File: src/rtl/rc6_key_sched.sv
// RC6-32/20/16 key-schedule engine: expands a 128-bit user key into S[0..43],
// one mixing iteration per clock, result held with a level valid flag.
module rc6_key_sched #(
    parameter logic [31:0] P32      = 32'hB7E15163,
    parameter logic [31:0] Q32      = 32'h9E3779B9,
    parameter int unsigned NUM_ITER = 132
) (
    input  logic           i_clk,
    input  logic           i_rst,
    input  logic [127:0]   i_key,
    input  logic           i_key_en,
    output logic [1407:0]  o_keyex,
    output logic           o_keyex_valid,
    output logic           o_busy
);

    typedef enum logic [1:0] {IDLE, MIX, DONE} state_t;

    state_t      state, state_next;
    logic [31:0] s [44];
    logic [31:0] l [4];
    logic [31:0] a, b;
    logic [5:0]  i;
    logic [1:0]  j;
    logic [7:0]  cnt;

    logic [31:0] a_new, ab_sum, b_new;
    logic        last_iter;

    function automatic logic [31:0] rol(input logic [31:0] x, input logic [4:0] n);
        logic [63:0] t;
        t = {x, x} << n;
        return t[63:32];
    endfunction

    assign last_iter = (cnt == 8'(NUM_ITER - 1));

    // A' feeds the B' rotate in the same cycle.
    always_comb begin
        a_new  = rol(s[i] + a + b, 5'd3);
        ab_sum = a_new + b;
        b_new  = rol(l[j] + ab_sum, ab_sum[4:0]);
    end

    always_ff @(posedge i_clk or posedge i_rst) begin
        if (i_rst) state <= IDLE;
        else       state <= state_next;
    end

    always_comb begin
        state_next = state;
        if (i_key_en)
            state_next = MIX;
        else if (state == MIX && last_iter)
            state_next = DONE;
    end

    always_comb begin
        o_busy        = (state == MIX);
        o_keyex_valid = (state == DONE);
    end

    always_ff @(posedge i_clk or posedge i_rst) begin
        if (i_rst) begin
            for (int unsigned k = 0; k < 44; k++) s[k] <= '0;
            for (int unsigned w = 0; w < 4; w++)  l[w] <= '0;
            a   <= '0;
            b   <= '0;
            i   <= '0;
            j   <= '0;
            cnt <= '0;
        end else if (i_key_en) begin
            for (int unsigned k = 0; k < 44; k++) s[k] <= P32 + Q32 * k;
            // Key bytes are little-endian within each 32-bit word.
            for (int unsigned w = 0; w < 4; w++)
                l[w] <= {i_key[127-32*w-24 -: 8], i_key[127-32*w-16 -: 8],
                         i_key[127-32*w-8 -: 8],  i_key[127-32*w -: 8]};
            a   <= '0;
            b   <= '0;
            i   <= '0;
            j   <= '0;
            cnt <= '0;
        end else if (state == MIX) begin
            s[i] <= a_new;
            l[j] <= b_new;
            a    <= a_new;
            b    <= b_new;
            i    <= (i == 6'd43) ? 6'd0 : i + 6'd1;
            j    <= j + 2'd1;
            cnt  <= cnt + 8'd1;
        end
    end

    always_comb begin
        o_keyex = '0;
        for (int unsigned k = 0; k < 44; k++)
            o_keyex[32*(43-k) +: 32] = s[k];
    end

endmodule

File: config.mk
export PLATFORM = sky130hd
export DESIGN_NAME = rc6_key_sched
export DESIGN_NICKNAME = d
export VERILOG_FILES = /design/src/rtl/rc6_key_sched.sv
export SDC_FILE = /design/constraint.sdc
export NUM_CORES = 2
export LEC_CHECK = 0
export ABC_CLOCK_PERIOD_IN_PS = 68100
export CORE_AREA = 3 3 603 605
export CTS_BUF_LIST = sky130_fd_sc_hd__clkbuf_16
export DETAILED_ROUTE_END_ITERATION = 6
export DIE_AREA = 0 0 606 608
export SLEW_MARGIN = 0
export SYNTH_ARGS = -nofsm -noshare
export SYNTH_HDL_FRONTEND = slang
export SYNTH_SLANG_ARGS = --single-unit
File: constraint.sdc
create_clock -name i_clk -period 68.1 [get_ports i_clk]
set_clock_uncertainty 0.1 [all_clocks]
set_input_delay 6.81 -clock i_clk [delete_from_list [all_inputs] [get_ports i_clk]]
set_output_delay 6.81 -clock i_clk [all_outputs]
set_load 0.02 [all_outputs]
# After elaboration in Yosys (flattened, before gate mapping)
# Index checks and enable logic that the tools add are counted.
[op_classes]
addsub = 7
magnitude_cmp = 4
n_eq_ne = 4
shifts = 1
mux = 29
bitwise = 2
reduce_logical = 5
[ops]
columns = ["op", "n"]
rows = [
  ["$mux 1408", 2],
  ["$bwmux 1408", 1],
  ["$mux 32", 10],
  ["$mux 128", 2],
  ["$bmux 32 s6", 1],
  ["$demux 32 s6", 1],
  ["$add 32x32->32", 4],
  ["$bwmux 128", 1],
  ["$bmux 32 s2", 1],
  ["$demux 32 s2", 1],
  ["$shl 64x5->64", 1],
  ["$mux 6", 3],
  ["$mux 8", 2],
  ["$add 8x1->8 const B", 1],
  ["$eq 8x8->1 const B", 1],
  ["$mux 2", 4],
  ["$ge 7x7->1 const B", 1],
  ["$lt 7x1->1 const B", 1],
  ["$not 6->7", 1],
  ["$add 6x1->6 const B", 1],
  ["$eq 6x6->1 const B", 1],
  ["$reduce_bool 2->1", 2],
  ["$ge 3x3->1 const B", 1],
  ["$logic_and 1x1->1", 3],
  ["other kinds (5)", 5],
]
[word_totals]
register_bits = 1618
in_bits = 131
out_inout_bits = 1410
wordCells = 106

# Longest topological paths before layout
[logic_depth]
word_depth = 12
mapped_depth = 51
ltp_nobuf = 44

# Worst setup path after synthesis
# No wires, ideal clock.
[synth_timing]
kind = "register to register"
startpoint = "reg i[1]"
endpoint = "reg l[123] (netlist name)"
setup_ns = 0.126
arrival_time_ns = 10.867
t_required_ns = 67.874
path_slack_ns = 57.007
path_stages_with_launch = 52
synth_period_minus_slack_ns = 11.093
path_cell_list = "dfrtp_1 -> clkbuf_1 -> and3b_1 -> clkbuf_1 -> clkbuf_1 -> buf_1 -> buf_1 -> buf_1 -> nand2_1 -> o211ai_1 -> a31oi_1 -> fa_1 -> inv_1 -> ha_1 -> fa_1 -> a21o_1 -> a21oi_1 -> o21bai_1 -> [... 16 more ...] -> o21ai_0 -> a21o_1 -> a21oi_1 -> xnor2_1 -> ha_1 -> clkbuf_1 -> and4_1 -> clkbuf_1 -> nand3_1 -> a2111oi_0 -> or4_1 -> a32oi_1 -> or3_1 -> buf_2 -> a21oi_1 -> a22o_1 -> o31ai_2 -> a221o_1"
[synth_between]
elab_chain_len = 12
[synth_rtl]
columns = ["element", "line_no", "source"]
rows = [
  ["start: declaration", "23", "logic [5:0] i;"],
  ["start signal: assignment", "88", "i <= (i == 6'd43) ? 6'd0 : i + 6'd1;"],
  ["$not 6->7 (not written as such) (*)", "40", "a_new = rol(s[i] + a + b, 5'd3);"],
  ["$bmux 32 s6 (*)", "40", ""],
  ["$mux 32 (not written as such) (*) (2 in series)", "40", ""],
  ["$add 32x32->32 (*) (2 in series)", "40", ""],
  ["$add 32x32->32 (*)", "41", "ab_sum = a_new + b;"],
  ["$add 32x32->32", "42", "b_new = rol(l[j] + ab_sum, ab_sum[4:0]);"],
  ["$shl 64x5->64 (*)", "32", "t = {x, x} << n;"],
  ["$bwmux 128 (*)", "85", "l[j] <= b_new;"],
  ["$mux 128 (*)", "83", "end else if (state == MIX) begin"],
  ["$mux 128 (*)", "72", "end else if (i_key_en) begin"],
  ["end signal: indexed assignment", "76", "l[w] <= {i_key[127-32*w-24 -: 8], i_key[127-32*w-16 -: 8],"],
  ["end signal: indexed assignment", "85", ""],
  ["end: declaration", "21", "logic [31:0] l [4];"],
]
# Every way passes the cells marked *; elsewhere a longest branch is shown, timed or not. The select of a mux whose other input is x is not followed.
# A chain may end at the register's enable or synchronous reset.

# Worst setup path after layout
[layout_timing]
startpoint = "reg i[0]"
endpoint = "reg l[5] (netlist name)"
# Same word-level chain as after synthesis.

==> results_dict.tcl <==
set metrics [dict create \
    status "finished, violations left" \
    violations "design-rule violations, max-capacitance violations, max-slew violations" \
    slew_viol_final 11 \
    cpLargestDelayFamily "compound AO/OA/AOI/OAI gates" \
    fillers 37200 \
    cp-start-kind "register" \
    gp_congestion 1.02 \
    max_stage_delay_ns 1.06 \
    rsz0062_at_grt "false" \
    layout_common_cells "1613 x dfrtp_1, 1539 x clkdlybuf4s50_1, 698 x nand2_1" \
    detail-route-antenna-nets 0 \
    worstPathRequired_ns 68.75 \
    cts-root-buf "clkbuf_16" \
    layout.nets 9077 \
    drv_cap 6 \
    antenna_found_initial 57 \
    viasPerCell 6.01 \
    worst_pin_slew_ns 1.59 \
    critPathCaptureType "register" \
    drive_above_1_share_pct 9.64 \
    drcViolationCount 4 \
    cts_setup_buffers 0 \
    layout_commonest_cell "dfrtp_1" \
    synth_flop_cell "dfrtp_1" \
    design_area_sq_um 106000 \
    fin_crit_sh_pct 23.4 \
    initialDrtViolationCount 13400 \
    grt_overflow 0 \
    start_util_pct 21.8 \
    hp-class "reg2reg" \
    synth-seq-cells 1618 \
    setup_tns_ns 0 \
    wl_mm 641 \
    synthDistinctLibCells 94 \
    final-hold-violation-count 0 \
    core_sq_um 359000 \
    critPathMaxFanout 40 \
    htreeDepth 4 \
    hpwl_mm 490 \
    routed-via-count 82700 \
    relSlewSlack_pct -6.46 \
    ys_warn_count 0 \
    numCtsBuffers 193 \
    clock_sinks 1618 \
    die-area_sq_um 368000 \
    worstSetupPathType "reg2reg" \
    arrival_ns 16.59 \
    utilization_pct 29.7 \
    synth_edf_count 0 \
    critical_path.most_common_cell "a21oi_1" \
    area_delta_synth_final_pct 36.1 \
    path_buf_inv 4 \
    grt.total_usage_pct 33.4 \
    synth_area_sq_um 78100 \
    cp_slowest_cell "a31oi_1" \
    rows 220 \
    async_flop_share_pct 100 \
    placed_area_sq_um 100000 \
    ys_seq_area_share_pct 51.8 \
    grt_start_max_net_pins 170 \
    finalSetupViolCount 0 \
    synth_area_per_cell_sq_um 10.4 \
    wl_per_cell_um 46.6 \
    cts.repair.resized 0 \
    syn_inst 7496 \
    clock.fmax_ghz 0.0627 \
    grt_pass1_vias 77100 \
    clk_pin_slew_ns 0.07 \
    cts_tree "done" \
    die_y_um 608 \
    io_pins 1541 \
    min_period_ns 15.94 \
    clkLatencyLatePin_ns 0.98 \
    die_w_um 606 \
    grt_pass1_wl_mm 820 \
    synth_nets 7758 \
    clockBufferDepth 4 \
    firstDrtPassIters 7 \
    portBuffers 1540 \
    cts_hold_buf 0 \
]
[path summary, 6_finish.rpt]
| path | startpoint | cells past startpoint | slack (ns) | end |
|---|---|---|---|---|
| max | i[0] | 45 | 52.16 | l[5] |
| min | a[31] | 1 | 0.41 | a[31] |
| max reg2reg | i[0] | 45 | 52.16 | l[5] |
| min reg2reg | a[31] | 1 | 0.41 | a[31] |
| max in group asynchronous | i_rst | 7 | 56.18 | o_keyex[602] |
| min in group asynchronous | i_rst | 2 | 6.41 | o_keyex[1245] |
[state kept, by name, indices dropped and copies added, names as in the netlist]
name and count:
b 32, state 2, cnt 8, i 6, o_keyex 1408, l 128
a 32, j 2
[worst register-to-register path, delay by kind of cell (launching register included)]
kind            cells  cell delay, ns
flops               1            0.54
compound gates     28            8.53
fa+ha+maj           5            2.05
buf+inv             4            1.93
simple gates        8            2.66
[cell type report]
type | count | area (sq um) | area share [%]
antenna | 30 | 75.1 | 0.0706
clock buffer | 196 | 4900 | 4.61
clock inverter | 157 | 1150 | 1.08
inverter | 57 | 234 | 0.220
multi-input combinational | 5101 | 35800 | 33.6
sequential | 1618 | 40500 | 38.1
tap | 4773 | 5970 | 5.61
timing repair buffer | 1844 | 17800 | 16.7
[layer usage]
| metal | wire length, um | GRT usage [%] | up-vias |
|---|---|---|---|
| met4 | 58800 | 23.7 | 34 |
| met5 | 645 | 0.536 | - |
| met3 | 88400 | 15.5 | 1842 |
| li1 | - | - | 31400 |
| met1 | 222000 | 37.5 | 42400 |
| met2 | 271000 | 49.6 | 7131 |
[logic make-up after synthesis]
group | Yosys count | share of synthesized area (%)
AOI/OAI and AO/OA | 3059 | 28.8
adders and majority gates | 131 | 2.42
and+or+nand+nor | 1685 | 9.76
muxes | 140 | 2.53
xor gates and xnor gates | 86 | 0.964
buffers and inverters | 777 | 3.75
DFF | 1618 | 51.8
[cell usage after synthesis, drive strengths merged (73+ instances only)]
master  count  area, sq um
a21oi     491         2460
a221oi    137         1200
a22o      669         5860
a22oi     369         2770
a31oi     162         1010
and3       73          462
buf        91          358
clkbuf    629         2360
dfrtp    1618        40500
ha         97         1210
mux2i      76          761
nand2     708         2660
nand3     204         1020
nor2      339         1270
nor3      115          581
o211ai    104          781
o21ai     388         1980
o22a      481         4210
[stage by stage]
stage | hold slack [ns] | worst slack, ns | std cells
global placement | 0.392 | 52.72 | 13400
global route | 0.440 | 51.42 | 13700
finish | 0.410 | 52.16 | 13800
CTS | 0.413 | 52.59 | 13700
floorplan | 0.368 | 15.53 | 7496
detailed placement | 0.397 | 52.74 | 13400
Power is left out: the tool's default activity adds up to more than one toggle a clock period on the data nets, which glitch-free logic cannot reach.
